[config.mk]
export PLATFORM = sky130hd
export DESIGN_NAME = path_delay_meter
export DESIGN_NICKNAME = d
export VERILOG_FILES = /design/src/rtl/path_meter_pkg.sv /design/src/rtl/path_result_sync.sv /design/src/rtl/path_delay_meter.sv
export SDC_FILE = /design/constraint.sdc
export NUM_CORES = 1
export LEC_CHECK = 0
export ABC_AREA = 1
export CAP_MARGIN = 20
export CORE_ASPECT_RATIO = 0.5
export CORE_MARGIN = 2
export CORE_UTILIZATION = 60
export CTS_CLUSTER_DIAMETER = 200
export DETAILED_ROUTE_END_ITERATION = 7
export HOLD_SLACK_MARGIN = 0.05
export PLACE_DENSITY = 0.79
export SYNTH_ARGS = -nofsm -noshare
export SYNTH_HDL_FRONTEND = slang
export SYNTH_SLANG_ARGS = --single-unit
[constraint.sdc]
create_clock -name clk -period 2.26 [get_ports clk]
set_input_delay 0.452 -clock clk [delete_from_list [all_inputs] [get_ports clk]]
set_output_delay 0.452 -clock clk [all_outputs]
set_load 0.005 [all_outputs]
[src/rtl/path_meter_pkg.sv]
// Shared types and helpers for path_delay_meter: FSM state encoding, the minimum
// synchroniser depth and the expected chain output level for a given launch level.
package path_meter_pkg;

  typedef enum logic [2:0] {
    IDLE,
    PRIME,
    LAUNCH,
    WAIT,
    NEXT,
    FINISH
  } meterState_t;

  localparam int MIN_SYNC_STAGES = 2;

  function automatic logic expectedLevel(input logic launchLevel, input logic inverting);
    return launchLevel ^ inverting;
  endfunction

endpackage

[src/rtl/path_result_sync.sv]
// Multi-flop synchroniser that brings the asynchronous chain output into the clk domain.
module path_result_sync
  import path_meter_pkg::*;
#(
  parameter int SYNC_STAGES = MIN_SYNC_STAGES
) (
  input  logic clk,
  input  logic rst_n,
  input  logic asyncIn,
  output logic syncOut
);

  (* ASYNC_REG = "TRUE" *) logic [SYNC_STAGES-1:0] syncFf;

  always_ff @(posedge clk or negedge rst_n) begin
    if (!rst_n) begin
      syncFf <= '0;
    end else begin
      syncFf <= {syncFf[SYNC_STAGES-2:0], asyncIn};
    end
  end

  assign syncOut = syncFf[SYNC_STAGES-1];

endmodule

[src/rtl/path_delay_meter.sv]
// Launches alternating edges into an external delay chain and averages the synchronised
// response time over 2^TRIALS_LOG2 trials. Define EDGE_SPLIT_EN to add riseAvg/fallAvg.
module path_delay_meter
  import path_meter_pkg::*;
#(
  parameter int CNT_W       = 16,
  parameter int SYNC_STAGES = 2,
  parameter int TIMEOUT     = 1023,
  parameter int TRIALS_LOG2 = 3,
  parameter int INVERTING   = 0
) (
  input  logic             clk,
  input  logic             rst_n,
  input  logic             start,
  output logic             pathInput,
  input  logic             pathResult,
  output logic             busy,
  output logic             done,
  output logic             timeoutFlag,
  output logic [CNT_W-1:0] delayAvg
`ifdef EDGE_SPLIT_EN
  ,
  output logic [CNT_W-1:0] riseAvg,
  output logic [CNT_W-1:0] fallAvg
`endif
);

  localparam int ACC_W = CNT_W + TRIALS_LOG2;
  localparam int IDX_W = TRIALS_LOG2 + 1;
  localparam logic [IDX_W-1:0] LAST_TRIAL = IDX_W'((1 << TRIALS_LOG2) - 1);
  localparam logic [CNT_W-1:0] CNT_LIMIT  = CNT_W'(TIMEOUT);
  localparam logic             INV_LVL    = (INVERTING != 0);

  meterState_t      state, nextState;
  logic [CNT_W-1:0] cnt;
  logic [IDX_W-1:0] trialIdx;
  logic [ACC_W-1:0] acc, accSum;
  logic             resultSync, atLevel, atLimit;
  logic             startNow, launchNow, countEn, trialTimeout, accumulate, finishNow;

  path_result_sync #(
    .SYNC_STAGES(SYNC_STAGES)
  ) uSync (
    .clk    (clk),
    .rst_n  (rst_n),
    .asyncIn(pathResult),
    .syncOut(resultSync)
  );

  assign atLevel = (resultSync == expectedLevel(pathInput, INV_LVL));
  assign atLimit = (cnt == CNT_LIMIT);
  assign accSum  = acc + ACC_W'(cnt);

  // pathInput flips on the edge entering LAUNCH, so LAUNCH is cycle 0 of the trial count
  always_comb begin
    nextState    = state;
    startNow     = 1'b0;
    launchNow    = 1'b0;
    countEn      = 1'b0;
    trialTimeout = 1'b0;
    accumulate   = 1'b0;
    finishNow    = 1'b0;
    unique case (state)
      IDLE: begin
        if (start) begin
          nextState = PRIME;
          startNow  = 1'b1;
        end
      end
      PRIME, WAIT: begin
        if (atLevel || atLimit) begin
          nextState    = (state == PRIME) ? LAUNCH : NEXT;
          launchNow    = (state == PRIME);
          trialTimeout = !atLevel;
        end else begin
          countEn = 1'b1;
        end
      end
      LAUNCH: begin
        nextState = WAIT;
        countEn   = 1'b1;
      end
      NEXT: begin
        accumulate = 1'b1;
        if (trialIdx == LAST_TRIAL) begin
          nextState = FINISH;
          finishNow = 1'b1;
        end else begin
          nextState = LAUNCH;
          launchNow = 1'b1;
        end
      end
      FINISH:  nextState = IDLE;
      default: nextState = IDLE;
    endcase
  end

  always_ff @(posedge clk or negedge rst_n) begin
    if (!rst_n) begin
      state       <= IDLE;
      pathInput   <= 1'b0;
      busy        <= 1'b0;
      done        <= 1'b0;
      timeoutFlag <= 1'b0;
      cnt         <= '0;
      trialIdx    <= '0;
      acc         <= '0;
      delayAvg    <= '0;
    end else begin
      state <= nextState;
      done  <= finishNow;
      if (startNow) busy <= 1'b1;
      else if (finishNow) busy <= 1'b0;
      if (startNow) timeoutFlag <= 1'b0;
      else if (trialTimeout) timeoutFlag <= 1'b1;
      if (launchNow) pathInput <= ~pathInput;
      if (startNow || launchNow) cnt <= '0;
      else if (countEn) cnt <= cnt + CNT_W'(1);
      if (startNow) begin
        trialIdx <= '0;
        acc      <= '0;
      end else if (accumulate) begin
        trialIdx <= trialIdx + IDX_W'(1);
        acc      <= accSum;
      end
      if (finishNow) delayAvg <= accSum[ACC_W-1:TRIALS_LOG2];
    end
  end

`ifdef EDGE_SPLIT_EN
  localparam int SPLIT_W = ACC_W - 1;

  logic [SPLIT_W-1:0] riseAcc, fallAcc, riseSum, fallSum;

  // pathInput still holds the level launched for the trial being accumulated
  assign riseSum = riseAcc + (pathInput ? SPLIT_W'(cnt) : '0);
  assign fallSum = fallAcc + (pathInput ? '0 : SPLIT_W'(cnt));

  always_ff @(posedge clk or negedge rst_n) begin
    if (!rst_n) begin
      riseAcc <= '0;
      fallAcc <= '0;
      riseAvg <= '0;
      fallAvg <= '0;
    end else begin
      if (startNow) begin
        riseAcc <= '0;
        fallAcc <= '0;
      end else if (accumulate) begin
        riseAcc <= riseSum;
        fallAcc <= fallSum;
      end
      if (finishNow) begin
        riseAvg <= riseSum[SPLIT_W-1:TRIALS_LOG2-1];
        fallAvg <= fallSum[SPLIT_W-1:TRIALS_LOG2-1];
      end
    end
  end
`endif

endmodule

==> Word level (Yosys, flattened, before mapping) <==
Cells that the tools add are included.
Widths: inputs -> output; s select.
{ "totals": {"out_inout_bits": 20, "wordCells": 60, "in_bits": 4, "register_bits": 64} }
{ "classes": {"bitwise_logic": 1, "muxes": 27, "add_sub_neg": 3, "reduce_logical": 10, "eq_ne": 9} }
{ "ops": {"columns": ["op", "count"], "rows": [
  ["$mux 19", 2],
  ["$mux 16", 2],
  ["$add 19x16->19", 1],
  ["$add 16x1->16 const B", 1],
  ["$eq 16x10->1 const B", 1],
  ["$mux 1", 14],
  ["$mux 3", 4],
  ["$pmux 3 s4", 1],
  ["$mux 4", 2],
  ["$reduce_bool 2->1", 4],
  ["$eq 3x2->1 const B", 2],
  ["$add 4x1->4 const B", 1],
  ["$eq 4x3->1 const B", 1],
  ["$ne 2x2->1 const B", 2],
  ["$pmux 1 s2", 2],
  ["$eq 3x1->1 const B", 1],
  ["$eq 3x3->1 const B", 1],
  ["$logic_not 3->1", 1],
  ["$logic_or 1x1->1", 2],
  ["$reduce_and 2->1", 1],
  ["$reduce_or 2->1", 1],
  ["$eq 1x1->1", 1],
  ["$logic_not 1->1", 1],
  ["$not 1->1", 1]
]} }

==> Logic depth before layout (Yosys ltp) <==
{ "logic_depth": {"depth_word": 6, "depth_mapped": 13, "ltp_nobuf": 13} }

==> Modules after synthesis <==
A second synthesis with hierarchy kept.
{ "unflattened": {"cells_unflattened": 532, "hier_area_um2": 3928.8} }
{ "modules_own_cells": {"columns": ["mod", "cells_per_inst", "seq_area_each_um2", "area_each_um2", "n_inst"], "rows": [
  ["path_delay_meter", 530, 1551.5, 3878.7, 1],
  ["path_result_sync", 2, 50.0, 50.0, 1]
]} }

==> Worst setup path after synthesis <==
Ideal clock, no wire load.
{ "synth_path": {"path_kind": "register to register", "from": "register cnt[0]", "to": "register acc[16]", "setup_ps": 118, "path_buffers": 0, "setup_slack_ps": 460, "path_stages_with_launch": 14, "t_arrival_ps": 1682, "required_time_ps": 2142, "synth_period_minus_slack_ps": 1800, "cell_sequence": "dfrtp_1 ha_1 inv_1 fa_1 inv_1 nand3_1 nand3_1 nand2_1 nand2_1 nand2_1 nand2_1 nand2_1 nand3_1 nand2_1"} }
{ "synth_via": {"elab_chain_cells": 3} }
{ "synth_lines": {"columns": ["element", "line", "source"], "rows": [
  ["start, declared", "path_delay_meter.sv:35", "logic [CNT_W-1:0] cnt;"],
  ["start signal, assigned", "path_delay_meter.sv:118", "else if (countEn) cnt <= cnt + CNT_W'(1);"],
  ["$add 19x16->19", "path_delay_meter.sv:52", "assign accSum = acc + ACC_W'(cnt);"],
  ["$mux 19", "path_delay_meter.sv:122", "end else if (accumulate) begin"],
  ["$mux 19", "path_delay_meter.sv:119", "if (startNow) begin"],
  ["end signal, assigned", "path_delay_meter.sv:124", "acc <= accSum;"],
  ["end, declared", "path_delay_meter.sv:37", "logic [ACC_W-1:0] acc, accSum;"]
]} }
No other way between the ends. The select of a mux whose other input is x is not followed.
A chain may end at the register's enable or synchronous reset.

==> Worst setup path in the final report <==
{ "layout_path": {"from": "register cnt[4]", "to": "register delayAvg[7]"} }
{ "layout_via": {"elab_chain_cells": 1} }
{ "layout_lines": {"columns": ["element", "line", "source"], "rows": [
  ["$add 19x16->19", "path_delay_meter.sv:52", null],
  ["end signal, assigned", "path_delay_meter.sv:126", "if (finishNow) delayAvg <= accSum[ACC_W-1:TRIALS_LOG2];"],
  ["end, declared", "path_delay_meter.sv:20", "output logic [CNT_W-1:0] delayAvg"]
]} }
No other way between the ends.

==> metrics.csv <==
stage,metric,value,unit
status,status,"complete, no violations",
clocking,Worst-Skew Late Latency,0.33,ns
route,final WL,9.33,mm
setup_path,CP arrival,2.27,ns
yosys,Compound-Gate Fraction of Synth Area,6.66,%
setup_path,critical path required time,2.53,ns
worst_hold_path,Worst Hold End,uSync.syncFf[1],
floorplan,Die H,61.7,um
clocking,CTS root buffer,clkbuf_16,
setup_path,cell breakdown of the critical path,ha_1 -> nand2_1 -> inv_1 -> nand2_1 -> nand2_1 -> nand2_1 -> nand3_1 -> nand2_1 -> nand2_1 -> nor2_1 -> nand2_1 -> nand2_1,
setup_path,worst flop-to-flop path endpoint,delayAvg[7],
setup_path,R2R setup slack,0.26,ns
floorplan,# rows,20,
timing,RSZ-0062 raised after global routing,false,
clocking,# Post-CTS Setup Buffers,0,
clocking,CTS max path bufs,2,
pwr,pwr/cell area,828,nW/um^2
yosys,XOR/XNOR Fraction of Synth Area,2.85,%
timing,endpoints failing setup,0,
timing,period utilization,88.5,%
yosys,top-area cell type share of the netlist area,40.1,%
floorplan,Boundary Pins,24,
yosys,sequential share of the synthesized area,40.1,%
yosys,Yosys warnings,0,
yosys,Seq cells post-synth,64,
timing,fmax,500,MHz
cells_and_area,"commonest non-fill, non-tap cells in the layout","nand2_1 (187), dfrtp_1 (63), nand3_1 (47), nor2_1 (47), inv_1 (45)",
worst_hold_path,hold wc startpoint,uSync.syncFf[0],
yosys,syn nets,559,
route,total number of vias,3576,
pwr,clock network power share,33.1,%
floorplan,Initial Util,63.9,%
worst_hold_path,hold path cells,0,
pwr,VDD IR max,1.13,mV
yosys,mapped cell area,4000,sq um
cells_and_area,"non-filler cells, final",660,
global_routing,Overall Global Routing Usage,28.0,%
setup_path,"Max stage delay cell, worst path",dfrtp_1,
yosys,post-synth top area cell,dfrtp_1,
yosys,syn avg cell area,7.46,sq um
floorplan,Core ar.,6260,sq um
cells_and_area,share of layout cells above drive strength 1,10.7,%
route,WL/cell,14.1,um
cells_and_area,antenna diode instance count,0,
place,post-DP HPWL,6.85,mm
yosys,mux cell area share after synthesis,0,%
pwr,Internal Power,2.37,mW
pwr,Comb pwr share,30.5,%
route,Remaining DRCs,0,
pwr,Switch Pwr,1.43,mW
cells_and_area,"most common cell after layout, fill and taps aside",nand2_1,
place,RD Place Congestion,0.920,
global_routing,total gr overflow,0,
setup_path,critical path's largest stage delay,0.46,ns
worst_hold_path,Hold Path Class,flip-flop to flip-flop,
setup_path,crit path kind,flip-flop to flip-flop,
pwr,Seq pwr share,36.4,%
cells_and_area,Syn-to-layout area delta,14.9,%
global_routing,antenna violations before repair,0,
setup_path,Startpoint Class,flip-flop,
setup_path,Levels on crit path,12,
setup_path,"Buf+Inv Stages, Crit Path",1,
timing,Worst Clk Skew,0.00405,ns
clocking,CTS sink count,64,
timing,setup TNS,0,ns
cells_and_area,NumNets Final,590,
route,drt via density,5.42,
clocking,CTS tree,yes,
timing,Max Slew Vio Count,0,
route,initial DRC count,243,
pwr,static leakage,2.39,nW
yosys,Synth cell types,34,
cells_and_area,Filler Cells Inserted,502,
timing,max_slew headroom,75.1,%
route,post-route ant nets,0,
pwr,switch share,37.6,%
global_routing,first-pass GRT wire length,15.6,mm
floorplan,die width,119,um
timing,final hold violations,0,
place,# port buffers,23,
setup_path,FF-to-FF Start,cnt[4],
flow_run,max cap viols,0,
route,iteration count of the initial detailed-routing pass,5,
setup_path,FF-to-FF path depth,12,
setup_path,crit end category,flip-flop,
setup_path,"Largest delay share family, worst path",simple AND/OR/NAND/NOR gates,
setup_path,Worst Path Max Fanout,5,
global_routing,largest net degree at the start of global routing,38,
clocking,CTS Buf Count,9,
timing,Final min period,2.00,ns
yosys,largest family of logic cells by synthesized area,simple AND/OR/NAND/NOR gates,
global_routing,vias in the first global route,3282,
clocking,"Clk pin slew, worst setup/hold paths",0.05,ns
yosys,synthesized-area fraction occupied by adder cells,6.13,%
place,Cells after DPL,643,
setup_path,"Top cell by count, worst path",nand2_1,
clocking,CTS HTree Levels,3,
floorplan,die area,7370,sq um
yosys,"top cells by area, synth","dfrtp_1 (40%), nand2_1 (18%), nand3_1 (5.9%), ha_1 (5.6%), nor2_1 (4.4%)",
yosys,Simple-Gate Fraction of Synth Area,37.8,%
yosys,Syn Inst Count,536,
timing,worst-margin pin slew,0.371,ns
-- power by group through the flow --
| stage | Sequential, mW | Combinational, mW | Clock [mW] |
|---|---|---|---|
| global route | 1.40 | 1.27 | 1.33 |
| finish | 1.38 | 1.16 | 1.26 |
| detailed placement | 1.40 | 1.14 | 0 |
| floorplan | 1.37 | 0.980 | 0 |
| global placement | 1.39 | 1.11 | 0 |
| CTS | 1.38 | 1.15 | 1.27 |
-- Yosys cell counts --
library cell    n
a21oi_1        25
a21oi_4         1
a22o_1          2
and2_1          1
buf_12          1
buf_2           4
buf_6           2
clkbuf_1        1
dfrtp_1        64
fa_1            1
ha_1           18
inv_1          46
inv_2           2
inv_4           1
inv_6           1
nand2_1       188
nand2_2        14
nand2_4         2
nand2_8         1
nand3_1        47
nand3_2         3
nand3b_1       11
nand4_1         2
nor2_1         47
nor2_2          9
nor2_4          3
nor3_1          5
nor3_4          1
o21a_1          1
o21ai_0        16
o21bai_1        1
o22ai_1         2
xnor2_1         5
xor2_1          8
-- final cells by class --
cell class / count / area (sq um) / share of cell area [%]
multi-input combinational: 414 / 2140 / 46.6
tap: 88 / 110 / 2.40
inverter: 50 / 195 / 4.25
sequential: 64 / 1600 / 34.9
clock buffer: 12 / 246 / 5.37
clock inverter: 4 / 20.0 / 0.436
timing repair buffer: 28 / 278 / 6.05
-- state kept, by name (all words and copies together) (netlist names) --
register / cells
acc: 19
busy: 1
cnt: 16
delayAvg: 16
done: 1
pathInput: 1
state: 3
timeoutFlag: 1
trialIdx: 4
uSync.syncFf: 2
-- what timing repair did --
action                                 4_1_cts  5_1_grt
endpoints found under the hold margin        9        0
setup endpoints to repair                    0        6
hold buffers                                 1        0
gates resized for setup                      0        4
-- kinds of logic after synthesis --
| logic type | after synthesis |
|---|---|
| buffers and inverters | 58 |
| AO/OA/AOI/OAI | 48 |
| adder cells (fa/ha/maj) | 19 |
| XOR/XNOR | 13 |
| flip-flops | 64 |
| AND/OR/NAND/NOR | 334 |
-- metal layers --
layer | wire length [um] | track usage (%) | up-vias | part of all wire [%]
met2 | 4010 | 43.4 | 100 | 43
met5 | 0 | 0 | - | 0
met4 | 117 | 8.57 | 0 | 1.3
li1 | - | - | 1779 | -
met1 | 4590 | 39.5 | 1687 | 49
met3 | 610 | 7.57 | 10 | 6.5
-- worst max path at each step --
| stage | slack [ns] | end | from |
|---|---|---|---|
| 5_1_grt | 0.009 | delayAvg[13] | cnt[0] |
| 3_3_place_gp | 0.26 | delayAvg[13] | cnt[0] |
| 3_5_place_dp | 0.18 | acc[16] | cnt[0] |
| 6_report | 0.26 | delayAvg[7] | cnt[4] |
| 2_1_floorplan | 0.46 | acc[16] | cnt[0] |
| 4_1_cts | 0.17 | acc[16] | cnt[0] |
-- stage by stage --
stage                     hold WS (ns)  cell area [sq um]  utilization [%]  power, mW  setup WS (ns)
after floorplan                  0.156               4000                -       2.35          0.460
after global placement           0.333               4310             68.9       2.50          0.256
after detailed placement         0.336               4310             68.9       2.54          0.180
after CTS                        0.349               4590             73.3       3.80          0.170
after global routing             0.358               4590             73.4       4.00        0.00933
final                            0.345               4590             73.4       3.81          0.259
-- worst register-to-register path, cell delays in order, from the launching register on --
cell     delay (ns)
dfrtp_1        0.46
ha_1           0.39
nand2_1        0.13
inv_1          0.05
nand2_1        0.06
nand2_1        0.06
nand2_1        0.08
nand3_1        0.20
nand2_1        0.12
nand2_1        0.06
nor2_1         0.18
nand2_1        0.09
nand2_1        0.07
Note: power is estimated with default switching activity, not from simulation.
